### config.mk
export PLATFORM = sky130hd
export DESIGN_NAME = atmega_eep_backup
export DESIGN_NICKNAME = d
export VERILOG_FILES = /design/src/rtl/atmega_eep_backup.sv
export SDC_FILE = /design/constraint.sdc
export NUM_CORES = 1
export LEC_CHECK = 0
export ABC_AREA = 0
export CORE_AREA = 2 2 89 91
export CTS_BUF_LIST = sky130_fd_sc_hd__clkbuf_8
export CTS_CLUSTER_SIZE = 14
export DETAILED_ROUTE_END_ITERATION = 7
export DIE_AREA = 0 0 91 93
export GPL_TIMING_DRIVEN = 0
export PLACE_DENSITY = 0.74
export SETUP_SLACK_MARGIN = 0.5
export SLEW_MARGIN = 0
export SYNTH_ARGS = -nofsm -noshare
export SYNTH_HDL_FRONTEND = slang
export SYNTH_SLANG_ARGS = --single-unit
### constraint.sdc
create_clock -name clk -period 2.32 [get_ports clk]
set_clock_uncertainty 0.1 [all_clocks]
set_input_delay 0.232 -clock clk [delete_from_list [all_inputs] [get_ports clk]]
set_output_delay 0.232 -clock clk [all_outputs]
set_load 0.05 [all_outputs]
### src/rtl/atmega_eep_backup.sv
// Persistence engine: loads the EEPROM save image on mount and writes the array
// back sector-by-sector after CPU writes settle or on an explicit save request.
module atmega_eep_backup #(
  parameter int          EEP_SIZE   = 1024,
  parameter int          ADDR_W     = 10,
  parameter logic [23:0] IDLE_DELAY = 24'd4_000_000
) (
  input  logic              rst,
  input  logic              clk,
  input  logic              eep_wr_pulse,
  input  logic              save_req,
  input  logic              img_mounted,
  input  logic              img_readonly,
  input  logic [63:0]       img_size,
  output logic [31:0]       sd_lba,
  output logic              sd_rd,
  output logic              sd_wr,
  input  logic              sd_ack,
  input  logic [8:0]        sd_buff_addr,
  input  logic [7:0]        sd_buff_dout,
  input  logic              sd_buff_wr,
  output logic [7:0]        sd_buff_din,
  output logic [ADDR_W-1:0] mem_addr,
  output logic [7:0]        mem_wr_data,
  output logic              mem_we,
  input  logic [7:0]        mem_rd_data,
  output logic              cpu_hold,
  output logic              busy
);

  localparam int SECTORS = EEP_SIZE / 512;
  localparam int SEC_W   = ADDR_W - 9;

  typedef enum logic [2:0] {IDLE, LOAD_REQ, LOAD_XFER, SAVE_REQ, SAVE_XFER} state_t;

  state_t            state, state_nxt;
  logic [SEC_W-1:0]  sector;
  logic [23:0]       idle_cnt;
  logic              mounted, readonly, dirty, pend_load, pend_save, ack_q;
  logic              ack_rise, ack_fall, last_sector;
  logic              start_load, start_save, drop_save, next_sector, load_done;

  assign ack_rise    = sd_ack & ~ack_q;
  assign ack_fall    = ~sd_ack & ack_q;
  assign last_sector = (sector == SEC_W'(SECTORS - 1));

  always_ff @(posedge clk or posedge rst) begin
    if (rst) state <= IDLE;
    else     state <= state_nxt;
  end

  always_comb begin
    state_nxt   = state;
    start_load  = 1'b0;
    start_save  = 1'b0;
    drop_save   = 1'b0;
    next_sector = 1'b0;
    load_done   = 1'b0;
    case (state)
      IDLE: begin
        if (pend_load) begin
          state_nxt  = LOAD_REQ;
          start_load = 1'b1;
        end else if (mounted && !readonly && (pend_save || (dirty && idle_cnt == 24'd0))) begin
          state_nxt  = SAVE_REQ;
          start_save = 1'b1;
        end else if (pend_save) begin
          drop_save  = 1'b1;
        end
      end
      LOAD_REQ:  if (ack_rise) state_nxt = LOAD_XFER;
      LOAD_XFER: begin
        if (ack_fall) begin
          if (last_sector) begin
            state_nxt = IDLE;
            load_done = 1'b1;
          end else begin
            state_nxt   = LOAD_REQ;
            next_sector = 1'b1;
          end
        end
      end
      SAVE_REQ:  if (ack_rise) state_nxt = SAVE_XFER;
      SAVE_XFER: begin
        if (ack_fall) begin
          if (last_sector) begin
            state_nxt = IDLE;
          end else begin
            state_nxt   = SAVE_REQ;
            next_sector = 1'b1;
          end
        end
      end
      default:   state_nxt = IDLE;
    endcase
  end

  // Requests are registered from the next state so they drop on the ack edge
  // and vanish immediately on reset.
  always_ff @(posedge clk or posedge rst) begin
    if (rst) begin
      sd_rd     <= 1'b0;
      sd_wr     <= 1'b0;
      ack_q     <= 1'b0;
      sector    <= '0;
      mounted   <= 1'b0;
      readonly  <= 1'b0;
      pend_load <= 1'b0;
      pend_save <= 1'b0;
      dirty     <= 1'b0;
      idle_cnt  <= 24'd0;
    end else begin
      sd_rd <= (state_nxt == LOAD_REQ);
      sd_wr <= (state_nxt == SAVE_REQ);
      ack_q <= sd_ack;

      if (start_load || start_save) sector <= '0;
      else if (next_sector)         sector <= sector + SEC_W'(1);

      if (img_mounted) begin
        mounted   <= (img_size >= 64'(EEP_SIZE));
        readonly  <= img_readonly;
        pend_load <= (img_size >= 64'(EEP_SIZE));
      end else if (start_load) begin
        pend_load <= 1'b0;
      end

      if (save_req)                      pend_save <= 1'b1;
      else if (start_save || drop_save)  pend_save <= 1'b0;

      // A CPU write always wins so a write racing a save start is not lost.
      if (eep_wr_pulse)                  dirty <= 1'b1;
      else if (start_save || load_done)  dirty <= 1'b0;

      if (eep_wr_pulse)                        idle_cnt <= IDLE_DELAY;
      else if (dirty && idle_cnt != 24'd0)     idle_cnt <= idle_cnt - 24'd1;
    end
  end

  always_comb begin
    mem_addr    = '0;
    mem_wr_data = 8'd0;
    mem_we      = 1'b0;
    sd_buff_din = 8'd0;
    if (state == LOAD_XFER) begin
      mem_addr    = {sector, sd_buff_addr};
      mem_wr_data = sd_buff_dout;
      mem_we      = sd_buff_wr & sd_ack;
    end else if (state == SAVE_XFER) begin
      mem_addr    = {sector, sd_buff_addr};
      sd_buff_din = mem_rd_data;
    end
  end

  assign sd_lba   = (state == IDLE) ? 32'd0 : 32'(sector);
  assign cpu_hold = (state == LOAD_REQ) || (state == LOAD_XFER) || ((state == IDLE) && pend_load);
  assign busy     = (state != IDLE);

endmodule
==> results.md, run 1 <==
* DRT iter0 DRCs at 211
* Share of post-route cells with drive strength above 1 at 44.7%
* Worst vdd ir at 0.328 mV
* Final worst slack at 0.157 ns
* Syn avg cell area at 9.02 sq um
* Dpl ws at -0.294 ns
* Vias in the first global route at 2909
* Rows at 32
* DR vias at 3106
* DRC violations left at 0
* Total track usage at 21.4%
* Clock Latency Late Sink at 0.29 ns
* Area Overhead vs Synth at 103%
* WL/cell at 16.6 microns
* MaxCap Viol Count at 0
* Synth Warn # at 0
* Crit path max fanout at 3
* Sequential share of the synthesized area at 35.2%
* Startpoint Class: register
* Utilization after layout at 69.1%
* ANT cells at 0
* Post-synth top flop: dfrtp_1
* Post-detail-place hpwl at 5730 microns
* Pin count of the biggest net entering global routing at 37
* Post-route ant nets at 0
* Worst setup EP type: register
* Clock root cell: clkbuf_8
* Commonest non-fill, non-tap cells in the layout: buf_4, clkdlybuf4s50_1, conb_1, dfrtp_1, nor2_1
* Fillers at 554
* Number of flops mapped to enable cells by yosys at 0
* Post-synthesis instance area at 2560 sq um
* P_leak at 2.22 nW
* CTS Hold Buffers Added at 0
* Nets at 604
* Die height at 93 microns
* TritonCTS clock tree: yes
* Worst-Margin Slew at 0.777 ns
* FF-to-FF Start: idle_cnt[5]$_DFFE_PP0P_
* PwrDens at 799 nW/um^2
* First-pass GRT wire length at 14600 microns
* Starting density of the core at 34.0%
* IO Count at 160
* Hold Path Class: in -> async
* Setup violators final at 0
* Final hold vios at 0
* Vias/cell at 5.11
* CTS Buf Count at 5
* Rel. slew slack at 48.1%
* Status: completed
* Initial antenna violation count at 0
* Setup TNS at 0 ns
* Slew Limit Fails at 0
* Sinks on Clock Net at 36
* Critical path class: reg -> reg
* Worst Path Required at 2.37 ns
* 1st-pass router iterations at 5
* Crit path DAT at 2.21 ns
* Final worst path period share at 93.2%
* Ys async rst share at 100%
* Synth unique cells at 56
* Die footprint at 8460 sq um
* Final Power at 4.15 mW
* Seq cells post-synth at 36
* Min Tclk post-route at 2.16 ns
* Reg clk slew, reported paths at 0.07 ns
* Synthesized instance count at 284
* Fmax at 462 MHz
* Htree depth at 2
* Gr ovfl total at 0
* CTS max path bufs at 2
* Setup crit start: idle_cnt[5]$_DFFE_PP0P_
* Commonest non-fill, non-tap cell in the layout: buf_4
* RSZ-0062 raised after global routing: yes
* Die X at 91 microns
* Placer Congestion at 0.832
* DRT Wirelength at 10100 microns
* Core area at 7530 sq um
* Port Buffers at 117
repair_timing:
item                                    CTS  global route
setup buffers                            42            22
endpoints found under the setup margin   58            59
pin swaps                                45            27
cloned                                    3             0
gates resized for setup                 266            75
worst max-delay path: stages (launching register included):
cell	delay, ns
dfrtp_1	0.39
buf_4	0.14
or4_4	0.52
buf_4	0.15
buf_6	0.12
nor4b_4	0.23
o21ai_2	0.10
xor2_1	0.18
nor2_1	0.09
cell type report:
cell class	instances	area [sq um]	share of cell area, %
plain buffers	44	365	7.03
clock buffers	6	82.6	1.59
clock inverters	2	7.51	0.144
inverters	6	22.5	0.433
multi-input cells	229	1860	35.9
flip-flops and latches	36	912	17.5
well taps	102	128	2.45
repair buffers	183	1820	34.9
path summary, 6_finish.rpt:
kind	endpoint	slack (ns)	cells after the start
max	idle_cnt[7]$_DFFE_PP0P_	0.16	8
min	sd_rd$_DFF_PP0_	0.30	2
max reg2reg	idle_cnt[7]$_DFFE_PP0P_	0.16	8
min reg2reg	readonly$_DFFE_PP0P_	0.41	1
max in group asynchronous	idle_cnt[2]$_DFFE_PP0P_	1.27	2
min in group clk	idle_cnt[10]$_DFFE_PP0P_	0.32	2
cell families (layout without fill, tap and decap cells):
| family | count (synthesis) | count (layout) | share of synthesized area (%) |
|---|---|---|---|
| simple gates | 139 | 140 | 33.6 |
| mux | 3 | 3 | 1.27 |
| other cells | 1 | 31 | 0.146 |
| xor+xnor | 19 | 19 | 6.50 |
| flops | 36 | 36 | 35.2 |
| compound gates | 34 | 34 | 9.38 |
| fa+ha+maj | 2 | 2 | 0.977 |
| buf+inv | 50 | 241 | 13.0 |
synth_stat cells, types with 3 or more instances:
master	instances	share of area, %
dfrtp_1	36	35
buf_4	33	9.7
nor2_1	25	3.7
nor4_1	22	5.4
and2_1	20	4.9
xnor2_1	16	5.5
and3_1	10	2.4
nand2_1	9	1.3
nand2b_1	8	2.0
a211oi_1	7	2.1
clkbuf_1	6	0.88
inv_1	6	0.88
nand3_1	6	1.2
nor2b_1	6	1.5
nor3_1	6	1.2
a21oi_1	5	0.98
nand4_1	5	1.2
o21ai_0	5	0.98
o21ai_1	5	0.98
nor4_2	4	2.0
xor2_1	3	1.0
stage by stage:
step	cells	area, sq um	hold slack [ns]
detailed placement	533	4080	0.402
global placement	533	4080	0.396
CTS	586	4910	0.265
global route	608	5200	0.327
finish	608	5200	0.304
floorplan	314	2780	0.163
state kept, by name, summed over array words and instances, names as in the netlist:
signal	cells
readonly	1
pend_load	1
state	3
idle_cnt	24
ack_q	1
sd_rd	1
pend_save	1
last_sector	1
sd_wr	1
dirty	1
mounted	1
layer usage:
layer,wire length (microns),track usage (%),vias up
li1,-,-,1392
met3,697,3.38,29
met2,5300,39.7,192
met1,3790,25.2,1493
met5,0,0,-
met4,289,6.94,0
report_power, final:
| part | internal, mW | switching, mW |
|---|---|---|
| Combinational | 1.33 | 1.46 |
| Clock | 0.234 | 0.228 |
| Sequential | 0.757 | 0.147 |
Power figures use the tool's default switching activity.
==> inputs of run 2 (changes only) <==
GPL_ROUTABILITY_DRIVEN = 0   (was default)
SKIP_CTS_REPAIR_TIMING = 1   (was default)
==> results.md, run 2 (synthesized netlist as in run 1, its figures left out) <==
* Status: completed
* Rows at 32 (unchanged)
* Reg clk slew, reported paths at 0.07 ns (about the same)
* Cells along the critical path: or4_4 > nor4b_1 > o21ai_2 > xor2_1 > nor2_1
* DR vias at 2881 (-7.2%)
* DRT Wirelength at 9250 microns (-8.2%)
* Nets at 576 (-4.6%)
* DRT iter0 DRCs at 143 (-32%)
* R2R setup slack at 0.04 ns (-0.12 ns)
* Psw at 1.71 mW (-6.8%)
* TritonCTS clock tree: yes
* Final hold vios at 0 (unchanged)
* Clock root cell: clkbuf_8
* Clock Latency Late Sink at 0.29 ns (about the same)
* Gr ovfl total at 0 (unchanged)
* Vias/cell at 4.97 (-2.8%)
* First-pass GRT wire length at 11600 microns (-20%)
* Total track usage at 16.8% (-4.6 points)
* Initial antenna violation count at 0 (unchanged)
* Final Power at 3.75 mW (-9.6%)
* Combinational power share at 62.9% (-4.2 points)
* Crit path DAT at 2.34 ns (+0.13 ns)
* WL/cell at 15.9 microns (-3.8%)
* DP Area at 4080 sq um (unchanged)
* ANT cells at 0 (unchanged)
* Final non-filler cell total at 580 (-4.6%)
* Worst setup EP type: register
* Clock Power Share at 12.3% (+1.2 points)
* PwrDens at 763 nW/um^2 (-4.5%)
* Die X at 91 microns (unchanged)
* Min Tclk post-route at 2.28 ns (+0.117 ns)
* 1st-pass router iterations at 4 (-1)
* Worst-Margin Slew at 0.780 ns (+0.00260 ns)
* Htree depth at 2 (unchanged)
* Largest register FFs at 24 (unchanged)
* Slowest-stage cell, CP: nor4b_1
* Worst Path Required at 2.38 ns (about the same)
* RSZ-0062 raised after global routing: yes
* Finished Cell Area at 4920 sq um (-5.4%)
* Commonest non-fill, non-tap cells in the layout: clkdlybuf4s50_1, buf_4, conb_1, dfrtp_1, nor2_1
* Area of the multi-input gates at 1860 sq um (-0.47%)
* Share of post-route cells with drive strength above 1 at 41.2% (-3.5 points)
* MaxCap Viol Count at 0 (unchanged)
* Core area at 7530 sq um (unchanged)
* Reg area at 915 sq um (+0.27%)
* Sw frac at 45.5% (+1.4 points)
* Post-route ant nets at 0 (unchanged)
* Slew Limit Fails at 0 (unchanged)
* Fmax at 439 MHz (-5.1%)
* Largest registers: idle_cnt: 24 flops, state: 3 flops
* Critical path class: reg -> reg
* Crit path max fanout at 4 (+1)
* Biggest register: idle_cnt
* Worst vdd ir at 0.291 mV (-11%)
* Flop pwr share at 24.8% (+3.0 points)
* Vias in the first global route at 2465 (-15%)
* Startpoint Class: register
* IO Count at 160 (unchanged)
* Rel. slew slack at 47.9% (-0.17 points)
* Internal power at 2.05 mW (-12%)
* CTS max path bufs at 2 (unchanged)
* Area Overhead vs Synth at 92.0%
* Pin count of the biggest net entering global routing at 37 (unchanged)
* Hold Path Class: in -> reg
* Setup violators final at 0 (unchanged)
* Final worst path period share at 98.3% (+5.0 points)
* Starting density of the core at 34.0% (unchanged)
* P_leak at 2.06 nW (-7.4%)
* Dpl cells at 533 (unchanged)
* Dpl ws at -0.294 ns (unchanged)
* Post-detail-place hpwl at 5730 microns (unchanged)
* Setup TNS at 0 ns (unchanged)
* Die height at 93 microns (unchanged)
* Commonest non-fill, non-tap cell in the layout: clkdlybuf4s50_1
* Die footprint at 8460 sq um (unchanged)
* DRC violations left at 0 (unchanged)
* Port Buffers at 117 (unchanged)
* Crit path largest cell delay at 0.60 ns (+0.08 ns)
* Fillers at 575 (+3.8%)
* Sinks on Clock Net at 36 (unchanged)
* Final worst slack at 0.0400 ns (-0.117 ns)
* CTS Buf Count at 5 (unchanged)
==> run 2: cell count changes in the layout (fill, tap and decap cells not counted), sizes merged <==
cell          previous run  this run
nor2                    26        27
buf                    135       101
dlymetal6s2s             0         1
clkbuf                  11        15
==> run 2: power groups by stage <==
stage                     Combinational (mW)  Sequential [mW]  Clock [mW]
after CTS                               1.74            0.907       0.463
after global placement                  1.71            0.913           0
final                                   2.36            0.930       0.461
after detailed placement                1.74            0.919           0
after floorplan                         1.18            0.947           0
after global routing                    2.49            0.943       0.493
==> run 2: critical path: cells and delay by family, from the launching register on <==
family,cells,cell delay [ns]
DFF,1,0.44
and+or+nand+nor,3,1.26
AOI/OAI and AO/OA,1,0.15
xor gates and xnor gates,1,0.19
==> run 2: final timing paths <==
check	depth (start not counted)	start	endpoint
worst min register to register	1	readonly$_DFFE_PP0P_	readonly$_DFFE_PP0P_
worst min-delay path	2	eep_wr_pulse	idle_cnt[10]$_DFFE_PP0P_
max in group asynchronous	2	rst	idle_cnt[2]$_DFFE_PP0P_
min in group asynchronous	2	rst	last_sector$_DFFE_PP0P_
worst max-delay path	5	idle_cnt[4]$_DFFE_PP0P_	idle_cnt[7]$_DFFE_PP0P_
worst max register to register	5	idle_cnt[4]$_DFFE_PP0P_	idle_cnt[7]$_DFFE_PP0P_
==> run 2: final cells by class <==
class / instances / area share (%)
Buffer: 44 / 7.46
Multi-Input combinational cell: 230 / 37.7
Clock inverter: 2 / 0.153
Tap cell: 102 / 2.60
Inverter: 6 / 0.458
Sequential cell: 36 / 18.6
Clock buffer: 6 / 1.68
Timing Repair Buffer: 154 / 31.3
==> run 2: stage by stage <==
step                hold WS, ns  util [%]
finish                    0.285      65.3
global route              0.297      65.3
CTS                       0.265      55.3
detailed placement        0.402      54.1
global placement          0.396      54.1
floorplan                 0.163         -
==> run 2: metal layers <==
metal | track usage [%] | routed length (microns) | part of all wire, %
met5 | 0 | 0 | 0
met4 | 4.42 | 228 | 2.5
met3 | 2.82 | 651 | 7.0
met2 | 30.8 | 4870 | 53
met1 | 20.4 | 3500 | 38
